$ cat src/rtl/spectrum_bar_builder_pkg.sv
// spectrum_bar_builder_pkg: shared default sizes, derived-size helpers, FSM encoding and
// the shift-then-saturate height function used by spectrum_bar_builder.
package spectrum_bar_builder_pkg;

    localparam int unsigned DEF_ADDR_SIZE   = 10;
    localparam int unsigned DEF_HEIGHT_SIZE = 9;

    typedef enum logic {
        ST_CLEAR = 1'b0,
        ST_RUN   = 1'b1
    } state_e;

    function automatic int unsigned bin_count(input int unsigned addr_size);
        return 32'd1 << addr_size;
    endfunction

    function automatic int unsigned max_height(input int unsigned height_size);
        return (32'd1 << height_size) - 32'd1;
    endfunction

    // Magnitudes wider than the bar clamp at full scale instead of wrapping.
    function automatic logic [31:0] sat_shift(input logic [31:0] mag,
                                              input int unsigned shift,
                                              input int unsigned height_size);
        logic [31:0] h;
        logic [31:0] h_max;
        h     = mag >> shift;
        h_max = max_height(height_size);
        return (h > h_max) ? h_max : h;
    endfunction

endpackage

$ cat src/rtl/spectrum_peak_ram.sv
// spectrum_peak_ram: simple dual-port peak-hold RAM, synchronous write, one-cycle read latency.
// Only present in the PEAK_HOLD_EN build; read-during-write returns the old word.
`ifdef PEAK_HOLD_EN
module spectrum_peak_ram #(
    parameter int unsigned ADDR_SIZE   = 10,
    parameter int unsigned HEIGHT_SIZE = 9
) (
    input  logic                   clk_i,
    input  logic                   we_i,
    input  logic [ADDR_SIZE-1:0]   waddr_i,
    input  logic [HEIGHT_SIZE-1:0] wdata_i,
    input  logic [ADDR_SIZE-1:0]   raddr_i,
    output logic [HEIGHT_SIZE-1:0] rdata_o
);

    logic [HEIGHT_SIZE-1:0] mem_q [0:(1 << ADDR_SIZE)-1];

    // NOTE: the array has no reset so it maps onto block RAM; the parent's clear sweep zeroes it.
    always_ff @(posedge clk_i) begin
        if (we_i) begin
            mem_q[waddr_i] <= wdata_i;
        end
        rdata_o <= mem_q[raddr_i];
    end

endmodule
`endif

$ cat src/rtl/spectrum_bar_builder.sv
// spectrum_bar_builder: FFT bin magnitude -> saturated bar height, one VRAM write per bin.
// Define PEAK_HOLD_EN for per-bin peak hold with frame decay; otherwise heights pass through.
module spectrum_bar_builder
    import spectrum_bar_builder_pkg::*;
#(
    parameter int unsigned WORD_SIZE    = 16,
    parameter int unsigned ADDR_SIZE    = DEF_ADDR_SIZE,
    parameter int unsigned HEIGHT_SIZE  = DEF_HEIGHT_SIZE,
    parameter int unsigned SHIFT        = 6,
    parameter int unsigned DECAY        = 2,
    parameter int unsigned DECAY_FRAMES = 1
) (
    input  logic                   inClock,
    input  logic                   reset,
    input  logic                   inValid,
    input  logic [ADDR_SIZE-1:0]   sampleNumber,
    input  logic [WORD_SIZE-1:0]   inData,
    output logic                   busy,
    output logic                   outValid,
    output logic [ADDR_SIZE-1:0]   outAddr,
    output logic [HEIGHT_SIZE-1:0] outData,
    output logic                   frameDone
);

    localparam logic [ADDR_SIZE-1:0] LAST_BIN = ADDR_SIZE'(bin_count(ADDR_SIZE) - 1);

    if (DECAY_FRAMES < 1 || DECAY > max_height(HEIGHT_SIZE)) begin : g_bad_decay_cfg
        $error("spectrum_bar_builder: DECAY_FRAMES must be >= 1 and DECAY must fit in a bar height");
    end

    state_e                 state_q;
    logic                   busy_q;
    logic                   s0_valid_q, s0_last_q;
    logic [ADDR_SIZE-1:0]   s0_addr_q;
    logic [HEIGHT_SIZE-1:0] s0_h_q;
    logic                   out_valid_q, out_last_q, frame_done_q;
    logic [ADDR_SIZE-1:0]   out_addr_q;
    logic [HEIGHT_SIZE-1:0] out_data_q;
    logic [HEIGHT_SIZE-1:0] h_w, result_w;
    logic                   accept_w, last_w;

    assign accept_w = inValid && (state_q == ST_RUN);
    assign last_w   = (sampleNumber == LAST_BIN);
    assign h_w      = HEIGHT_SIZE'(sat_shift(32'(inData), SHIFT, HEIGHT_SIZE));

`ifdef PEAK_HOLD_EN
    localparam int unsigned          FCNT_W    = (DECAY_FRAMES > 1) ? $clog2(DECAY_FRAMES) : 1;
    localparam logic [FCNT_W-1:0]    FCNT_LAST = FCNT_W'(DECAY_FRAMES - 1);
    localparam logic [HEIGHT_SIZE-1:0] DECAY_H = HEIGHT_SIZE'(DECAY);

    logic [ADDR_SIZE-1:0]   clr_addr_q, ram_waddr_w;
    logic [FCNT_W-1:0]      frame_cnt_q;
    logic                   s0_decay_q, byp_q, ram_we_w;
    logic [HEIGHT_SIZE-1:0] byp_data_q, ram_rdata_w, ram_wdata_w, peak_w, decayed_w;

    // Frame counter only moves on the last bin, so sampling it per bin equals sampling at a frame's first bin.
    always_ff @(posedge inClock) begin
        if (reset) begin
            state_q     <= ST_CLEAR;
            busy_q      <= 1'b1;
            clr_addr_q  <= '0;
            frame_cnt_q <= '0;
        end else begin
            case (state_q)
                ST_CLEAR: begin
                    clr_addr_q <= clr_addr_q + 1'b1;
                    if (clr_addr_q == LAST_BIN) begin
                        state_q <= ST_RUN;
                        busy_q  <= 1'b0;
                    end
                end
                default: begin
                    if (accept_w && last_w) begin
                        frame_cnt_q <= (frame_cnt_q == FCNT_LAST) ? '0 : frame_cnt_q + 1'b1;
                    end
                end
            endcase
        end
    end

    // NOTE: every signal gets a default before any condition, so no path can infer a latch.
    always_comb begin
        peak_w    = byp_q ? byp_data_q : ram_rdata_w;
        decayed_w = peak_w;
        if (s0_decay_q) begin
            decayed_w = (peak_w > DECAY_H) ? peak_w - DECAY_H : '0;
        end
        result_w    = (s0_h_q > decayed_w) ? s0_h_q : decayed_w;
        ram_we_w    = (state_q == ST_CLEAR) || s0_valid_q;
        ram_waddr_w = (state_q == ST_CLEAR) ? clr_addr_q : s0_addr_q;
        ram_wdata_w = (state_q == ST_CLEAR) ? '0 : result_w;
    end

    spectrum_peak_ram #(
        .ADDR_SIZE   (ADDR_SIZE),
        .HEIGHT_SIZE (HEIGHT_SIZE)
    ) u_peak_ram (
        .clk_i   (inClock),
        .we_i    (ram_we_w),
        .waddr_i (ram_waddr_w),
        .wdata_i (ram_wdata_w),
        .raddr_i (sampleNumber),
        .rdata_o (ram_rdata_w)
    );
`else
    always_ff @(posedge inClock) begin
        if (reset) begin
            state_q <= ST_CLEAR;
            busy_q  <= 1'b1;
        end else if (state_q == ST_CLEAR) begin
            state_q <= ST_RUN;
            busy_q  <= 1'b0;
        end
    end

    assign result_w = s0_h_q;
`endif

    // NOTE: non-blocking assignments so each stage captures the previous cycle's values of the others.
    always_ff @(posedge inClock) begin
        if (reset) begin
            s0_valid_q   <= 1'b0;
            s0_last_q    <= 1'b0;
            out_valid_q  <= 1'b0;
            out_last_q   <= 1'b0;
            out_addr_q   <= '0;
            out_data_q   <= '0;
            frame_done_q <= 1'b0;
`ifdef PEAK_HOLD_EN
            byp_q        <= 1'b0;
`endif
        end else begin
            s0_valid_q   <= accept_w;
            s0_last_q    <= accept_w && last_w;
            s0_addr_q    <= sampleNumber;
            s0_h_q       <= h_w;
            out_valid_q  <= s0_valid_q;
            out_last_q   <= s0_last_q;
            frame_done_q <= out_last_q;
            if (s0_valid_q) begin
                out_addr_q <= s0_addr_q;
                out_data_q <= result_w;
            end
`ifdef PEAK_HOLD_EN
            s0_decay_q <= (frame_cnt_q == FCNT_LAST);
            // The RAM returns the pre-write word when S0 reads what S1 writes, so carry the result across.
            byp_q      <= accept_w && s0_valid_q && (sampleNumber == s0_addr_q);
            byp_data_q <= result_w;
`endif
        end
    end

    assign busy      = busy_q;
    assign outValid  = out_valid_q;
    assign outAddr   = out_addr_q;
    assign outData   = out_data_q;
    assign frameDone = frame_done_q;

endmodule

$ cat config.mk
export PLATFORM = sky130hd
export DESIGN_NAME = spectrum_bar_builder
export DESIGN_NICKNAME = d
export VERILOG_FILES = /design/src/rtl/spectrum_bar_builder_pkg.sv /design/src/rtl/spectrum_peak_ram.sv /design/src/rtl/spectrum_bar_builder.sv
export SDC_FILE = /design/constraint.sdc
export NUM_CORES = 1
export LEC_CHECK = 0
export ABC_AREA = 1
export CAP_MARGIN = 20
export CORE_AREA = 2 2 61 63
export CTS_CLUSTER_DIAMETER = 60
export CTS_CLUSTER_SIZE = 24
export DETAILED_ROUTE_END_ITERATION = 16
export DIE_AREA = 0 0 63 65
export PLACE_DENSITY = 0.81
export SYNTH_ARGS = -nofsm -noshare
export SYNTH_HDL_FRONTEND = slang
export SYNTH_HIERARCHICAL = 1
export SYNTH_SLANG_ARGS = --single-unit
$ cat constraint.sdc
create_clock -name inClock -period 1.4 [get_ports inClock]
set_input_delay 0.28 -clock inClock [delete_from_list [all_inputs] [get_ports inClock]]
set_output_delay 0.28 -clock inClock [all_outputs]
set_load 0.01 [all_outputs]
Word level (Yosys, flattened, before mapping)
Index checks and enable logic that the tools add are counted.
Widths: inputs -> output; s select.
{"block": "totals", "regBits": 45, "latchBits": 0, "ram_bits": 0, "romBits": 0, "input_bits": 29, "mem_count": 0}
{"block": "op_classes", "add_sub_neg": 0, "n_mul": 0, "div": 0, "n_lt_le_gt_ge": 1, "eq_ne": 1, "shifts": 0, "mux": 1, "n_bitwise": 0, "reduce_logical": 2}
{"operator": "$eq 10x10->1 const B", "count": 1}
{"operator": "$gt 10x9->1 const B", "count": 1}
{"operator": "$logic_and 1x1->1", "count": 2}
{"operator": "$mux 1", "count": 1}

Depth between registers and ports, before layout
Gate-level depths: netlist (run 1).
{"block": "depth", "ltp_word": 2, "depth_mapped": 5, "depth_no_buf": 4}

Worst setup path before layout (run 1)
No wires, ideal clock.
{"block": "synth_path", "kind": "input -> register", "from": "in reset", "to": "reg s0_h_q[0] (netlist: result_w[0]), enable pin", "setup_ns": 0.324, "arrival_ns": 0.555, "required_ns": 1.076, "setup_slack_ns": 0.521, "stages": 2, "path_buffers": 1, "path_cell_list": "inv_2 > buf_4"}
{"item": "from (decl)", "line_no": "spectrum_bar_builder.sv:14", "text": "input logic reset,"}
{"item": "to (signal assigned)", "line_no": "spectrum_bar_builder.sv:136", "text": "s0_h_q <= h_w;"}
{"item": "to (decl)", "line_no": "spectrum_bar_builder.sv:35", "text": "logic [HEIGHT_SIZE-1:0] s0_h_q;"}
No word-level cell between the ends.

Worst setup path in the final report (run 1)
{"block": "layout_path", "from": "reg out_data_q[4] (netlist: outData[4])", "to": "out outData[4]"}
{"item": "from (decl)", "line_no": "spectrum_bar_builder.sv:38", "text": "logic [HEIGHT_SIZE-1:0] out_data_q;"}
{"item": "from (signal assigned)", "line_no": "spectrum_bar_builder.sv:142", "text": "out_data_q <= result_w;"}
{"item": "to (decl)", "line_no": "spectrum_bar_builder.sv:21", "text": "output logic [HEIGHT_SIZE-1:0] outData,"}
No word-level cell between the ends.

==> impl_metrics.json, run 1 <==
{
  "overflow": 0,
  "hold_path.class": "reg2reg",
  "synth-seq-cells": 45,
  "synth-main-ff-cell": "dfxtp_1",
  "synth_edf_count": 19,
  "vias_per_cell": 4.641,
  "setup_tns_ps": 0,
  "finalNonFillerCells": 237,
  "cts_tree": "yes",
  "antenna_found_initial": 0,
  "path_buf_inv": 1,
  "fin_crit_sh": 0.9180,
  "post_cts_buffers": 0,
  "die-area_sq_mm": 0.004095,
  "grt_pass1_wl_um": 4471,
  "coreArea_sq_mm": 0.003496,
  "wl_um": 2726,
  "root_buffer": "clkbuf_4",
  "tightest_slew_ps": 320.7,
  "diodes": 0,
  "dieHeight_um": 65,
  "cp-end-kind": "primary output",
  "htreeDepth": 2,
  "report.final.hold_viol_count": 0,
  "ant_nets": 0,
  "numCtsBuffers": 5,
  "critical_path_required_ps": 1120,
  "path_clk_slew_ps": 120,
  "drcViolationCount": 0,
  "cp_max_fo": 2,
  "synth_area_leaders": "edfxtp_1, dfxtp_1, nor2_2",
  "period_minus_slack_ps": 1285,
  "dp_hpwl_um": 1957,
  "io_buffer_count": 44,
  "max_stage_delay_ps": 360,
  "start_util": 0.4574,
  "die_w_um": 63,
  "critPathTopFamily": "flip-flops",
  "synthDistinctLibCells": 15,
  "cts_sinks": 45,
  "ys_seq_area_frac": 0.6823,
  "slew_violations": 0,
  "path_class": "reg2out",
  "ios": 51,
  "cp_slowest_cell": "dfxtp_1",
  "grt_pass1_vias": 1059,
  "num_vias": 1100,
  "syn2layout_area_growth_pct": 33.18,
  "leakage_uw": 0.0009036,
  "avgSynthCellArea_sq_um": 11.50,
  "slew_headroom": 0.7859,
  "critPathLaunchType": "flip-flop",
  "synth_commonest_cells": "dfxtp_1, nor2_1, edfxtp_1, nor2_2, o21ai_0",
  "drt_first_pass_iters": 4,
  "first_iter_violations": 47,
  "syn_nets": 168,
  "setup_viol": 0,
  "rsz0062_at_grt": "no",
  "hold_buffers": 0,
  "rows": 22,
  "maxCapViolCount": 0,
  "yosysTopAreaCell": "edfxtp_1",
  "placed_cells": 229,
  "ys_warn_count": 6,
  "synth_top_area_share": 0.3568,
  "status": "completed",
  "path_cells": "dlygate4sd2_1",
  "synthArstFlopShare": 0,
  "insertion_delay_ps": 340,
  "drive_above_1_share": 0.2169,
  "layout.nets": 217,
  "clockBufferDepth": 2,
  "routedWlPerCell_um": 11.50,
  "p_per_area_mw_per_mm2": 1097,
  "grt_max_degree": 21,
  "grt_usage": 0.1476,
  "irDropWorstVdd_mv": 0.7273,
  "netlist_instances": 139,
  "gp_congestion": 0.7888,
  "synth.cell_area_sq_mm": 0.001599,
  "n_fill_cell": 314,
  "yosysMostFrequentCell": "dfxtp_1",
  "crit_arrival_ps": 1010,
  "finalClockSkew_ps": 4.305,
  "fmax_mhz": 778.1
}
[registers in the layout, indices dropped and copies added (netlist names)]
| name | count |
|---|---|
| busy | 1 |
| frameDone | 1 |
| outAddr | 10 |
| outData | 9 |
| outValid | 1 |
| out_last_q | 1 |
| result_w | 9 |
| s0_addr_q | 10 |
| s0_last_q | 1 |
| s0_valid_q | 1 |
| state_q | 1 |
[report_power, final]
group	leakage (uW)	internal (uW)	total [uW]	switching [uW]
combinational	0.000471	129	231	102
sequential	0.000400	1450	1490	36.4
clock	0.0000326	248	619	371
total	0.000904	1830	2340	509
[cell usage in the layout (no fill, tap or decap)]
cell and n:
or2_2 9, buf_12 3, dlygate4sd2_1 22, buf_4 1, clkbuf_4 5, edfxtp_1 19, o21ai_0 19, inv_8 1
nand2_1 10, dfxtp_1 26, clkbuf_8 1, clkbuf_1 2, nor2_2 19, nor2_1 25, clkdlybuf4s50_1 22, nor2_4 1
inv_2 1, inv_1 3
[metrics by stage]
stage | hold WS (ps) | worst slack (ps) | instance area, sq um | utilization | total power, uW
2_1_floorplan | 351.2 | 520.6 | 1599 | - | 1615
3_3_place_gp | 396.0 | 43.86 | 2098 | 0.6002 | 1761
3_5_place_dp | 397.8 | 23.38 | 2098 | 0.6002 | 1771
4_1_cts | 415.2 | 89.35 | 2130 | 0.6092 | 2361
5_1_grt | 429.4 | 37.62 | 2130 | 0.6092 | 2434
6_report | 414.4 | 114.8 | 2130 | 0.6092 | 2335
[logic make-up after synthesis]
group	share of synthesized area
flops	0.6823
compound gates	0.05947
simple gates	0.1987
buf+inv	0.05947
[layer usage]
metal  global-route usage  routed length [um]  part of all wire
met5                    0                   0                 0
met1               0.1540                1146              0.42
met4              0.08333                  63             0.023
met3              0.05382                 152             0.056
met2               0.2566                1364              0.50
[worst reg2reg max path, cell delays in order, from the launching register on]
cell     delay (ps)
dfxtp_1         530
buf_12          190
inv_8            80
nor2_2           90
nor2_1           50
[final cells by class]
type,count,area [sq um],area share
inverter,5,26.28,0.01234
sequential,45,1091,0.5123
timing repair buffer,48,480.5,0.2256
multi-input combinational,83,412.9,0.1939
clock buffer,8,58.81,0.02761
tap,48,60.06,0.02820
[path summary, 6_finish.rpt]
path	endpoint	depth (start not counted)	start	slack [ps]
worst max-delay path	outData[4]	1	outData[4]$_SDFFE_PP0P_	110
worst min-delay path	out_last_q$_SDFF_PP0_	2	s0_last_q$_SDFF_PP0_	410
worst max register to register	outAddr[1]$_SDFFE_PP0P_	4	s0_valid_q$_SDFF_PP0_	370
worst min register to register	out_last_q$_SDFF_PP0_	2	s0_last_q$_SDFF_PP0_	410
[what timing repair did]
action,4_1_cts,5_1_grt
resized for setup,22,0
hold endpoints to repair,0,0
endpoints found under the setup margin,22,0
(Power assumes the default switching activity.)
==> run 2: changes to the inputs <==
- SKIP_LAST_GASP: not set -> 1
==> results of run 2 <==
No change in the layout: final DEF, timing and power equal those of run 1.
